--- config.mk ---
export PLATFORM = sky130hd
export DESIGN_NAME = meikyuu_room_ctrl
export DESIGN_NICKNAME = d
export VERILOG_FILES = /design/src/rtl/meikyuu_room_ctrl.sv
export SDC_FILE = /design/constraint.sdc
export NUM_CORES = 1
export LEC_CHECK = 0
export BUFFER_PORTS_ARGS = -buffer_cell sky130_fd_sc_hd__buf_4
export CORE_ASPECT_RATIO = 0.6
export CORE_MARGIN = 1
export CORE_UTILIZATION = 33
export CTS_BUF_LIST = sky130_fd_sc_hd__clkbuf_4 sky130_fd_sc_hd__clkbuf_8
export CTS_CLUSTER_SIZE = 16
export DETAILED_ROUTE_END_ITERATION = 6
export GPL_TIMING_DRIVEN = 0
export PLACE_DENSITY = 0.6
export SYNTH_ARGS = -nofsm -noshare
export SYNTH_HDL_FRONTEND = slang
export SYNTH_SLANG_ARGS = --single-unit
--- constraint.sdc ---
create_clock -name CLOCK_50 -period 2.4 [get_ports CLOCK_50]
set_input_delay 0.24 -clock CLOCK_50 [delete_from_list [all_inputs] [get_ports CLOCK_50]]
set_output_delay 0.24 -clock CLOCK_50 [all_outputs]
set_load 0.01 [all_outputs]
--- src/rtl/meikyuu_room_ctrl.sv ---
// Room-transition controller: detects screen-edge exits once per frame and
// sequences a blanked move into the neighbouring room of the 3x3 maze.
module meikyuu_room_ctrl #(
    parameter int X_MIN        = 97,
    parameter int X_MAX        = 720,
    parameter int Y_MIN        = 3,
    parameter int Y_MAX        = 466,
    parameter int ENTRY_MARGIN = 8,
    parameter int TRANS_FRAMES = 4,
    parameter int START_X      = 1,
    parameter int START_Y      = 1,
    parameter int GOAL_X       = 2,
    parameter int GOAL_Y       = 2
) (
    input  logic       CLOCK_50,
    input  logic       reset,
    input  logic       frame_start,
    input  logic       restart,
    input  logic [9:0] player_x,
    input  logic [9:0] player_y,
    output logic [1:0] room_x,
    output logic [1:0] room_y,
    output logic [3:0] room_type,
    output logic       pos_load,
    output logic [9:0] pos_x_new,
    output logic [9:0] pos_y_new,
    output logic       move_en,
    output logic       blank,
    output logic       win
);

    localparam logic [9:0] X_MIN_V   = 10'(X_MIN);
    localparam logic [9:0] X_MAX_V   = 10'(X_MAX);
    localparam logic [9:0] Y_MIN_V   = 10'(Y_MIN);
    localparam logic [9:0] Y_MAX_V   = 10'(Y_MAX);
    localparam logic [9:0] LEFT_ENTRY_X  = 10'(X_MAX - ENTRY_MARGIN);
    localparam logic [9:0] RIGHT_ENTRY_X = 10'(X_MIN + ENTRY_MARGIN);
    localparam logic [9:0] UP_ENTRY_Y    = 10'(Y_MAX - ENTRY_MARGIN);
    localparam logic [9:0] DOWN_ENTRY_Y  = 10'(Y_MIN + ENTRY_MARGIN);
    localparam logic [9:0] RESTART_X = 10'd408;
    localparam logic [9:0] RESTART_Y = 10'd234;
    localparam logic [3:0] TRANS_V   = 4'(TRANS_FRAMES);
    localparam logic [1:0] START_X_V = 2'(START_X);
    localparam logic [1:0] START_Y_V = 2'(START_Y);
    localparam logic [1:0] GOAL_X_V  = 2'(GOAL_X);
    localparam logic [1:0] GOAL_Y_V  = 2'(GOAL_Y);

    // Indexed by {row, col}; column 3 of each row is unused padding.
    localparam logic [3:0] ROOM_TABLE [16] = '{
        4'd10, 4'd11, 4'd8, 4'd0,
        4'd0,  4'd6,  4'd0, 4'd0,
        4'd3,  4'd9,  4'd2, 4'd0,
        4'd0,  4'd0,  4'd0, 4'd0
    };

    typedef enum logic [2:0] {SETTLE, PLAY, BLANK, LOAD, WIN} state_t;

    state_t     state_reg, state_next;
    logic [1:0] room_x_reg, room_x_next;
    logic [1:0] room_y_reg, room_y_next;
    logic [3:0] room_type_reg, room_type_next;
    logic [1:0] tgt_x_reg, tgt_x_next;
    logic [1:0] tgt_y_reg, tgt_y_next;
    logic [9:0] ent_x_reg, ent_x_next;
    logic [9:0] ent_y_reg, ent_y_next;
    logic [3:0] cnt_reg, cnt_next;
    logic       pos_load_reg, pos_load_next;
    logic [9:0] pos_x_reg, pos_x_next;
    logic [9:0] pos_y_reg, pos_y_next;
    logic       move_en_reg, move_en_next;
    logic       blank_reg, blank_next;
    logic       win_reg, win_next;

    logic       exit_hit;
    logic [1:0] exit_tx, exit_ty;
    logic [9:0] exit_px, exit_py;

    // Exit decode: only the highest-priority edge is considered, so an
    // off-grid left exit does not fall through to a lower-priority edge.
    always_comb begin
        exit_hit = 1'b0;
        exit_tx  = room_x_reg;
        exit_ty  = room_y_reg;
        exit_px  = player_x;
        exit_py  = player_y;
        if (player_x <= X_MIN_V) begin
            exit_hit = (room_x_reg != 2'd0);
            exit_tx  = room_x_reg - 2'd1;
            exit_px  = LEFT_ENTRY_X;
        end else if (player_x >= X_MAX_V) begin
            exit_hit = (room_x_reg < 2'd2);
            exit_tx  = room_x_reg + 2'd1;
            exit_px  = RIGHT_ENTRY_X;
        end else if (player_y <= Y_MIN_V) begin
            exit_hit = (room_y_reg != 2'd0);
            exit_ty  = room_y_reg - 2'd1;
            exit_py  = UP_ENTRY_Y;
        end else if (player_y >= Y_MAX_V) begin
            exit_hit = (room_y_reg < 2'd2);
            exit_ty  = room_y_reg + 2'd1;
            exit_py  = DOWN_ENTRY_Y;
        end
    end

    always_comb begin
        state_next     = state_reg;
        tgt_x_next     = tgt_x_reg;
        tgt_y_next     = tgt_y_reg;
        ent_x_next     = ent_x_reg;
        ent_y_next     = ent_y_reg;
        cnt_next       = cnt_reg;
        room_x_next    = room_x_reg;
        room_y_next    = room_y_reg;
        room_type_next = room_type_reg;
        pos_x_next     = pos_x_reg;
        pos_y_next     = pos_y_reg;

        case (state_reg)
            SETTLE: begin
                if (frame_start) begin
                    if (room_x_reg == GOAL_X_V && room_y_reg == GOAL_Y_V)
                        state_next = WIN;
                    else
                        state_next = PLAY;
                end
            end
            PLAY: begin
                if (frame_start && exit_hit) begin
                    tgt_x_next = exit_tx;
                    tgt_y_next = exit_ty;
                    ent_x_next = exit_px;
                    ent_y_next = exit_py;
                    cnt_next   = 4'd0;
                    state_next = BLANK;
                end
            end
            BLANK: begin
                if (frame_start) begin
                    cnt_next = cnt_reg + 4'd1;
                    if (cnt_reg + 4'd1 == TRANS_V)
                        state_next = LOAD;
                end
            end
            LOAD:    state_next = SETTLE;
            WIN:     state_next = WIN;
            default: state_next = SETTLE;
        endcase

        if (restart) begin
            tgt_x_next = START_X_V;
            tgt_y_next = START_Y_V;
            ent_x_next = RESTART_X;
            ent_y_next = RESTART_Y;
            cnt_next   = 4'd0;
            state_next = BLANK;
        end

        // Outputs are registered from the next state so they move one edge
        // after the cause; the room and strobe change together on entering LOAD.
        if (state_next == LOAD) begin
            room_x_next    = tgt_x_next;
            room_y_next    = tgt_y_next;
            room_type_next = ROOM_TABLE[{tgt_y_next, tgt_x_next}];
            pos_x_next     = ent_x_next;
            pos_y_next     = ent_y_next;
        end
        pos_load_next = (state_next == LOAD);
        move_en_next  = (state_next == PLAY);
        blank_next    = (state_next == SETTLE) || (state_next == BLANK) ||
                        (state_next == LOAD);
        win_next      = (state_next == WIN);
    end

    always_ff @(posedge CLOCK_50 or posedge reset) begin
        if (reset) begin
            state_reg     <= SETTLE;
            room_x_reg    <= START_X_V;
            room_y_reg    <= START_Y_V;
            room_type_reg <= ROOM_TABLE[{START_Y_V, START_X_V}];
            tgt_x_reg     <= START_X_V;
            tgt_y_reg     <= START_Y_V;
            ent_x_reg     <= 10'd0;
            ent_y_reg     <= 10'd0;
            cnt_reg       <= 4'd0;
            pos_load_reg  <= 1'b0;
            pos_x_reg     <= 10'd0;
            pos_y_reg     <= 10'd0;
            move_en_reg   <= 1'b0;
            blank_reg     <= 1'b1;
            win_reg       <= 1'b0;
        end else begin
            state_reg     <= state_next;
            room_x_reg    <= room_x_next;
            room_y_reg    <= room_y_next;
            room_type_reg <= room_type_next;
            tgt_x_reg     <= tgt_x_next;
            tgt_y_reg     <= tgt_y_next;
            ent_x_reg     <= ent_x_next;
            ent_y_reg     <= ent_y_next;
            cnt_reg       <= cnt_next;
            pos_load_reg  <= pos_load_next;
            pos_x_reg     <= pos_x_next;
            pos_y_reg     <= pos_y_next;
            move_en_reg   <= move_en_next;
            blank_reg     <= blank_next;
            win_reg       <= win_next;
        end
    end

    assign room_x    = room_x_reg;
    assign room_y    = room_y_reg;
    assign room_type = room_type_reg;
    assign pos_load  = pos_load_reg;
    assign pos_x_new = pos_x_reg;
    assign pos_y_new = pos_y_reg;
    assign move_en   = move_en_reg;
    assign blank     = blank_reg;
    assign win       = win_reg;

endmodule
==> results.md, run 1 <==
* Pre-CTS setup slack at -0.449 ns
* First-pass GRT wire length at 13600 um
* Fin area at about 4200 um^2
* WL per Instance at around 17 um
* DR DRC count at 0
* Inst Count DP at 461
* Avg Inst Size Synth at about 12 um^2
* Clock Path Buffers at 2
* Total chip power at ~2.3 mW
* Syn_nets at a little over 300
* # setup viols final at 0
* Seq/Total Area, Yosys at roughly 50%
* Critical path data required time at ~2.6 ns
* Synth Cell Area at 3170 um^2
* Fin crit share at 99.0%
* Yosys warnings at 0
* CP Class: primary input to flip-flop
* Status: complete, no violations
* Post-Syn Instances at approximately 280
* Via Count at between 2000 and 2500
* Hold Crit Class: primary input to async pin
* Layout cell share with drive strength beyond 1 at 44.5%
* Reg-to-Reg Start: room_y[0]
* Max Fclk at about 420 MHz
* Worst setup margin at approximately 0.024 ns
* Core footprint at between 9000 and 10000 um^2
* Final Slew Violations at 0
* Worst Setup EP: pos_x_new[2]
* Worst-Skew Late Latency at 0.35 ns
* Die X at 129 um
* Cts-stage hold buffer count at 0
* Cell variety after synth at a little over 60
* Dpl cell area at 3770 um^2
* Largest net degree at the start of global routing at 33
* Clock skew at about 0.0059 ns
* Routed wire length at between 8000 and 9000 um
* IO Port Bufs at 55
* Count leader, synth: dfrtp_1
* Routed vias/inst at approximately 5
* Antenna violations before repair at 0
* EDFF count, synth at 0
* Routability Congestion at about 0.8
* Worst slew pin tran at between 0.6 and 0.7 ns
* Worst setup SP type: primary input
* Critical Path Sink Type: flip-flop
* Top_reg_cell synth: dfrtp_1
* Post-route ant nets at 0
* CP startpoint: player_x[1]
* Die area at between 10000 and 15000 um^2
* # diodes at 0
* FF-to-FF End: pos_x_new[2]
* H-Tree Depth at 3
* CTS sink count at 63
* # IOs at 56
* CTS clock-pin slew for the worst setup and hold paths at 0.07 ns
* Total grt overflow at 0
* Site Rows at 27
* Worst-path fanout max at 8
* Synth-to-layout area growth at 33.4%
* Power Dens Cells at roughly 550 nW/um^2
* Flop-to-flop setup slack at 0.03 ns
* Final Non-Filler Cells at approximately 490
* Total CTS buffers at 9
* Leading area contributor after synthesis: dfrtp_1
* CTS tree: done
* Post-synthesis sequential element count at 63
* Clk root buf: clkbuf_8
* DRT Pass-1 Iters at 4
* R2R cell count at 11
* Global-route usage over all layers at approximately 18%
* Crit path time final at 2.38 ns
* First DRT Iteration DRCs at about 160
* Worst EP arrival at about 2.6 ns
* Nets@finish at approximately 390
* Post-route core utilization at between 40 and 50%
* Most common library cells after synthesis: 56 x dfrtp_1, 25 x nor2_1, 20 x nand2_1
* Initial cell density of the core at between 30% and 40%
* Synth top area cells: dfrtp_1 44%, mux2_4 9.0%, dfstp_2 5.8%
* Max-slew headroom at the worst pin at 53.7%
* Die Height at roughly 78 um
* Vias in the first global route at roughly 2400
* Worst vdd ir at 0.240 mV
* HPWL after DPL at 5920 um
* Synth top area share at roughly 44%
* RSZ-0062 raised after global routing: true
* Leak at about 1.9 nW
* Hold Vio Cnt, Final at 0
* Asr flop ratio synth at 100%
* Max-Cap Viols at 0
## cell type report
type | count | area (um^2)
buffer | 10 | 103
inverter | 12 | 52.6
fill | 905 | 5030
tap | 130 | 163
clock buffer | 10 | 138
timing repair buffer | 71 | 576
multi-input combinational | 190 | 1550
clock inverter | 6 | 60.1
sequential | 63 | 1590
## cells in the final DEF, fill, tap and decap left out, types with 3 or more instances in the layout
cell type  instances
buf_12             4
nor4_1             3
a21oi_1           15
clkbuf_8          10
inv_2              5
nor3b_1            3
o211ai_1           5
nor2_1            24
dfstp_2            7
o21ai_1            3
nand2_1           20
buf_4             71
a211oi_1           5
inv_1              5
nor3_1            10
dfrtp_1           55
o21ai_0           12
mux2_4            20
ha_2               3
clkinv_2           3
nand3_1           11
## critical path: stages
cell and delay (ns):
buf_4 0.12, or4_4 0.56, a31oi_4 0.31, a21boi_2 0.14, o211a_1 0.15, buf_6 0.15
buf_12 0.13, o21ai_4 0.19, clkinv_4 0.14, clkbuf_16 0.19, mux2_4 0.29
## layer usage
metal	track usage (%)	up-vias	part of all wire, %	wire, um
met5	0	-	0	0
met4	4.47	0	0.63	53
met3	5.31	8	8.2	686
met2	23.6	88	40	3360
met1	28.4	1202	51	4290
li1	-	1168	-	-
## through the flow
stage                       TNS, ns  hold slack [ns]
after floorplan                   0            0.398
after global placement       -21.27            0.491
after detailed placement     -12.74            0.396
after CTS                 -0.000235           0.0157
after global routing          -1.01           0.0528
final                             0          0.00515
## repair_timing
action | in CTS | in global routing
setup buffers | 8 | 6
pin swaps | 5 | 13
resized for setup | 15 | 17
gates cloned | 0 | 1
endpoints found under the setup margin | 29 | 28
## report_power, final
group | total, mW | switching (mW) | leakage [nW] | internal [mW]
Sequential | 1.12 | 0.0206 | 0.791 | 1.09
Clock | 0.932 | 0.430 | 0.0981 | 0.502
Combinational | 0.281 | 0.148 | 1.00 | 0.133
Total | 2.33 | 0.599 | 1.89 | 1.73
## worst min path at each step
stage	from	to	slack, ns
2_1_floorplan	player_x[1]	ent_x_reg[1]	0.40
3_5_place_dp	reset	pos_x_new[5]	0.40
6_report	reset	ent_x_reg[0]	0.005
3_3_place_gp	ent_y_reg[5]	ent_y_reg[5]	0.49
5_1_grt	reset	pos_x_new[5]	0.05
4_1_cts	reset	ent_x_reg[0]	0.02
## cells by family after synthesis
logic type	share of synthesized area, %
xor gates and xnor gates	0.829
AOI/OAI and AO/OA	16.7
buffers and inverters	4.66
adders and majority gates	2.37
and+or+nand+nor	13.3
muxes	12.1
DFF	50.0
No activity file was read; power rests on OpenSTA's default activity.
==> inputs of run 2 (changes only) <==
--- a/config.mk
+++ b/config.mk
@@ -7,7 +7,7 @@
 export LEC_CHECK = 0
 export BUFFER_PORTS_ARGS = -buffer_cell sky130_fd_sc_hd__buf_4
 export CORE_ASPECT_RATIO = 0.6
-export CORE_MARGIN = 1
+export CORE_MARGIN = 3
 export CORE_UTILIZATION = 33
 export CTS_BUF_LIST = sky130_fd_sc_hd__clkbuf_4 sky130_fd_sc_hd__clkbuf_8
 export CTS_CLUSTER_SIZE = 16
==> results.md, run 2 (synthesis results as in run 1) <==
* Clk root buf: clkbuf_8
* Pre-CTS setup slack at -0.380 ns (+0.0692 ns)
* Max-Cap Viols at 0 (unchanged)
* Critical path data required time at 2.63 ns (about the same)
* Total chip power at 2.47 mW (+6.0%)
* Initial cell density of the core at 34.2% (unchanged)
* Worst-path fanout max at 10 (+2)
* Crit path time final at 2.38 ns (-0.000220 ns)
* Post-route core utilization at 45.4% (-0.34 points)
* Max-slew headroom at the worst pin at 54.0% (+0.36 points)
* Core footprint at 9260 um^2 (unchanged)
* R2R cell count at 11 (unchanged)
* Fin crit share at 99.0% (about the same)
* Leak at 1.89 nW (about the same)
* Nets@finish at 383 (-1.0%)
* Die Height at 81.9 um (+5.1%)
* RSZ-0062 raised after global routing: true
* Critical Path Sink Type: flip-flop
* # setup viols final at 0 (unchanged)
* Worst-Skew Late Latency at 0.35 ns (about the same)
* Setup TNS at 0 ns (unchanged)
* Total CTS buffers at 9 (unchanged)
* Die area at 10900 um^2 (+8.4%)
* Synth-to-layout area growth at 32.5%
* Site Rows at 27 (unchanged)
* Worst setup margin at 0.0241 ns (+0.000220 ns)
* Clock skew at 0.0128 ns (+0.00699 ns)
* Routability Congestion at 0.798 (-3.0%)
* Clock Path Buffers at 2 (unchanged)
* Post-route ant nets at 0 (unchanged)
* Most frequent cells in the layout: 67 x buf_4, 55 x dfrtp_1, 24 x nor2_1, 20 x nand2_1, 20 x mux2_4
* Worst vdd ir at 0.243 mV (+1.2%)
* CTS tree: done
* First DRT Iteration DRCs at 192 (+22%)
* Worst slew pin tran at 0.689 ns (-0.00546 ns)
* IO Port Bufs at 55 (unchanged)
* Commonest non-fill, non-tap cell in the layout: buf_4
* CTS clock-pin slew for the worst setup and hold paths at 0.08 ns (about the same)
* Dpl cell area at 3770 um^2 (unchanged)
* Inst Count DP at 461 (unchanged)
* Fill count at 907 (+0.22%)
* WHS Path Cells at 3
* Hold Vio Cnt, Final at 0 (unchanged)
* Fin area at 4200 um^2 (-0.74%)
* Routed vias/inst at 4.99 (-0.53%)
* # diodes at 0 (unchanged)
* WL per Instance at 17.6 um (+3.1%)
* Via Count at 2433 (-1.3%)
* Worst EP arrival at 2.60 ns (about the same)
* Vias in the first global route at 2472 (+1.2%)
* Routed wire length at 8580 um (+2.3%)
* Max Fclk at 421 MHz (about the same)
* WHS at 0.201 ns (+0.196 ns)
* Sequential cell area at 1590 um^2 (unchanged)
* H-Tree Depth at 3 (unchanged)
* Total grt overflow at 0 (unchanged)
* Hold Crit Class: primary input to flip-flop
* Final Non-Filler Cells at 488 (-0.81%)
* Status: complete, no violations
* CTS sink count at 63 (unchanged)
* Global-route usage over all layers at 16.6% (-1.5 points)
* DRT Pass-1 Iters at 4 (unchanged)
* Layout cell share with drive strength beyond 1 at 43.0% (-1.5 points)
* Final Slew Violations at 0 (unchanged)
* CP Class: flip-flop to flip-flop
* HPWL after DPL at 5970 um (+0.70%)
* First-pass GRT wire length at 13700 um (+0.97%)
* Die X at 133 um (+3.1%)
* Power Dens Cells at 588 nW/um^2 (+6.8%)
* Largest net degree at the start of global routing at 35 (+6.1%)
* Worst setup SP type: flip-flop
* DR DRC count at 0 (unchanged)
* # IOs at 56 (unchanged)
* Area of the multi-input gates at 1540 um^2 (-0.89%)
* Antenna violations before repair at 0 (unchanged)
==> run 2: cell type report <==
| type | count | share of cell area, % |
|---|---|---|
| Sequential cell | 63 | 37.8 |
| Clock inverter | 5 | 1.91 |
| Tap cell | 130 | 3.87 |
| Multi-Input combinational cell | 190 | 36.6 |
| Inverter | 12 | 1.31 |
| Clock buffer | 11 | 3.61 |
| Buffer | 10 | 2.44 |
| Timing Repair Buffer | 67 | 12.4 |
==> run 2: where the power goes <==
part	total [mW]	switching [mW]	internal, mW	leakage, nW
logic	0.279	0.150	0.129	0.991
clock network	1.07	0.434	0.639	0.112
registers	1.12	0.0212	1.09	0.791
==> run 2: worst paths after layout <==
path	startpoint	end	slack, ns
max	room_y[0]	pos_x_new[3]	0.02
min in group asynchronous	reset	move_en	0.56
min	player_x[2]	ent_x_reg[2]	0.20
max in group asynchronous	reset	ent_y_reg[8]	1.21
max reg2reg	room_y[0]	pos_x_new[3]	0.02
min reg2reg	room_type[1]	room_type[1]	0.52
==> run 2: routing by layer <==
metal / track usage, % / wire (um) / vias to the layer above
met2: 22.6 / 3430 / 82
met1: 25.1 / 4590 / 1182
met4: 4.15 / 68 / 0
met3: 5.45 / 488 / 9
met5: 0 / 0 / -
li1: - / - / 1160
==> run 2: what timing repair did <==
| action | 4_1_cts | 5_1_grt |
|---|---|---|
| setup buffers | 9 | 1 |
| resized for setup | 17 | 11 |
| endpoints found under the hold margin | 3 | 0 |
| endpoints found under the setup margin | 29 | 26 |
| hold buffers | 1 | 0 |
| pin swaps | 5 | 6 |
==> run 2: worst max-delay path: stages, from the launching register on <==
cell      delay [ns]
dfstp_2         0.57
inv_4           0.05
ha_4            0.15
o311ai_4        0.30
buf_4           0.19
o22ai_4         0.08
o211ai_4        0.21
inv_4           0.05
o21ai_4         0.11
inv_6           0.07
buf_12          0.15
mux2_4          0.29
==> inputs of run 3 (changes only) <==
--- a/config.mk
+++ b/config.mk
@@ -5,6 +5,7 @@
 export SDC_FILE = /design/constraint.sdc
 export NUM_CORES = 1
 export LEC_CHECK = 0
+export ABC_CLOCK_PERIOD_IN_PS = 2400
 export BUFFER_PORTS_ARGS = -buffer_cell sky130_fd_sc_hd__buf_4
 export CORE_ASPECT_RATIO = 0.6
 export CORE_MARGIN = 3
==> constraint.sdc (replaced) <==
create_clock -name CLOCK_50 -period 2.4 [get_ports CLOCK_50]
set_input_delay 0.24 -clock CLOCK_50 [delete_from_list [all_inputs] [get_ports CLOCK_50]]
set_output_delay 0.24 -clock CLOCK_50 [all_outputs]
set_load 0.02 [all_outputs]
==> results.md, run 3 (synthesis results as in run 1) <==
* DR DRC count at 0 (unchanged)
* # IOs at 56 (unchanged)
* Total CTS buffers at 9 (unchanged)
* Commonest non-fill, non-tap cell in the layout: buf_4
* FF-to-FF End: pos_y_new[4]
* Total chip power at 2.29 mW (-7.1%)
* Leak at 1.93 nW (+1.9%)
* Max-slew headroom at the worst pin at 47.4% (-6.6 points)
* Via Count at 2428 (-0.21%)
* CTS sink count at 63 (unchanged)
* Hold Crit Class: primary input to async pin
* Clock skew at 0.00538 ns (-0.00746 ns)
* Power Dens Cells at 534 nW/um^2 (-9.2%)
* Routed vias/inst at 4.91 (-1.4%)
* # diodes at 0 (unchanged)
* H-Tree Depth at 3 (unchanged)
* Worst-path fanout max at 10 (unchanged)
* Post-route ant nets at 0 (unchanged)
* Routed wire length at 8390 um (-2.2%)
* CTS tree: done
* Critical Path Sink Type: flip-flop
* DRT Pass-1 Iters at 4 (unchanged)
* Max Fclk at 431 MHz (+2.5%)
* Fin area at 4300 um^2 (+2.3%)
* Critical path data required time at 2.63 ns (about the same)
* # setup viols final at 0 (unchanged)
* Die area at 10900 um^2 (unchanged)
* Status: complete, no violations
* Hold Vio Cnt, Final at 0 (unchanged)
* R2R cell count at 11 (unchanged)
* Post-route core utilization at 46.4% (+1.1 points)
* CTS clock-pin slew for the worst setup and hold paths at 0.07 ns (about the same)
* IO Port Bufs at 55 (unchanged)
* Setup TNS at 0 ns (unchanged)
* WHS at 0.0384 ns (-0.162 ns)
* WL per Instance at 17.0 um (-3.4%)
* Layout cell share with drive strength beyond 1 at 47.3% (+4.2 points)
* Worst vdd ir at 0.282 mV (+16%)
* First-pass GRT wire length at 13200 um (-3.5%)
* HPWL after DPL at 6060 um (+1.5%)
* Core footprint at 9260 um^2 (unchanged)
* Antenna violations before repair at 0 (unchanged)
* CP Class: flip-flop to flip-flop
* Die Height at 81.9 um (unchanged)
* Dpl cell area at 3780 um^2 (+0.37%)
* Worst EP arrival at 2.55 ns (-0.05 ns)
* Crit path time final at 2.32 ns (-0.0577 ns)
* RSZ-0062 raised after global routing: true
* Worst slew pin tran at 0.788 ns (+0.0991 ns)
* Worst-Skew Late Latency at 0.35 ns (about the same)
* Max-Cap Viols at 0 (unchanged)
* Fill count at 911 (+0.44%)
* Site Rows at 27 (unchanged)
* Fin crit share at 96.6% (-2.4 points)
* Worst setup SP type: flip-flop
* Nets@finish at 389 (+1.6%)
* Synth-to-layout area growth at 35.5%
* Initial cell density of the core at 34.2% (unchanged)
* Final Slew Violations at 0 (unchanged)
* Global-route usage over all layers at 15.9% (-0.71 points)
* Total grt overflow at 0 (unchanged)
* Vias in the first global route at 2441 (-1.3%)
* Largest net degree at the start of global routing at 38 (+8.6%)
* Die X at 133 um (unchanged)
* Clock Path Buffers at 2 (unchanged)
* Most frequent cells in the layout: 73 x buf_4, 54 x dfrtp_1, 24 x nor2_1, 20 x mux2_4, 19 x nand2_1
* Reg-to-Reg Start: room_y[0]
* Routability Congestion at 0.859 (+7.6%)
* Clk root buf: clkbuf_8
* First DRT Iteration DRCs at 140 (-27%)
* Flop-to-flop setup slack at 0.08 ns (+0.06 ns)
run 3: cell count changes in the layout (fill, tap and decap cells not counted), sizes merged:
cell / delta
clkinvlp: -2
dlygate4sd3: -1
clkbuf: +4
buf: +7
bufinv: -2
inv: -1
clkinv: +1
run 3: area by class of cell:
| type | count | area (um^2) | share of cell area (%) |
|---|---|---|---|
| inverter | 12 | 52.6 | 1.22 |
| clock inverter | 1 | 5.00 | 0.117 |
| buffer | 10 | 116 | 2.71 |
| clock buffer | 15 | 181 | 4.22 |
| multi-input combinational | 190 | 1610 | 37.4 |
| timing repair buffer | 73 | 582 | 13.5 |
| sequential | 63 | 1590 | 37.0 |
| tap | 130 | 163 | 3.79 |
run 3: metal layers:
layer  vias up  wire (um)  global-route usage [%]
met2        61       3320                    21.8
met4         0         76                    4.05
met1      1181       4460                    23.7
li1       1177          -                       -
met3         9        528                    5.57
met5         -          0                       0
run 3: through the flow:
stage | std cells | worst slack (ns)
final | 494 | 0.0818
after global routing | 494 | -0.0156
after CTS | 483 | 0.00951
after detailed placement | 461 | -0.401
after global placement | 460 | -0.378
after floorplan | 275 | 0.00472
run 3: critical path, cell delays in order, from the launching register on:
cell      delay [ns]
dfstp_2         0.55
inv_2           0.06
ha_4            0.16
o311ai_4        0.26
buf_4           0.18
o22ai_4         0.07
o211ai_4        0.21
inv_4           0.05
o21ai_4         0.08
clkinv_4        0.11
buf_12          0.16
mux2_4          0.29
run 3: how the worst max path moves through the flow:
stage,to,start,slack (ns),depth (start not counted)
2_1_floorplan,pos_x_new[0],room_x[0],0.005,11
3_3_place_gp,room_type[1],player_x[1],-0.38,10
3_5_place_dp,cnt_reg[2],player_x[1],-0.40,10
4_1_cts,room_type[2],room_x[0],0.01,10
5_1_grt,room_type[3],room_x[0],-0.02,9
6_report,pos_y_new[4],room_y[0],0.08,11
run 3: what timing repair did:
action | 4_1_cts | 5_1_grt
cloned | 0 | 1
buffers inserted | 6 | 10
pin swaps | 3 | 8
hold buffers | 0 | 0
setup endpoints to repair | 30 | 26
resized for setup | 16 | 34
endpoints found under the hold margin | 0 | 0
run 3: report_power, final:
part	switching (mW)	internal [mW]	leakage (nW)
registers	0.0193	1.10	0.790
logic	0.173	0.137	1.04
clock network	0.392	0.477	0.101
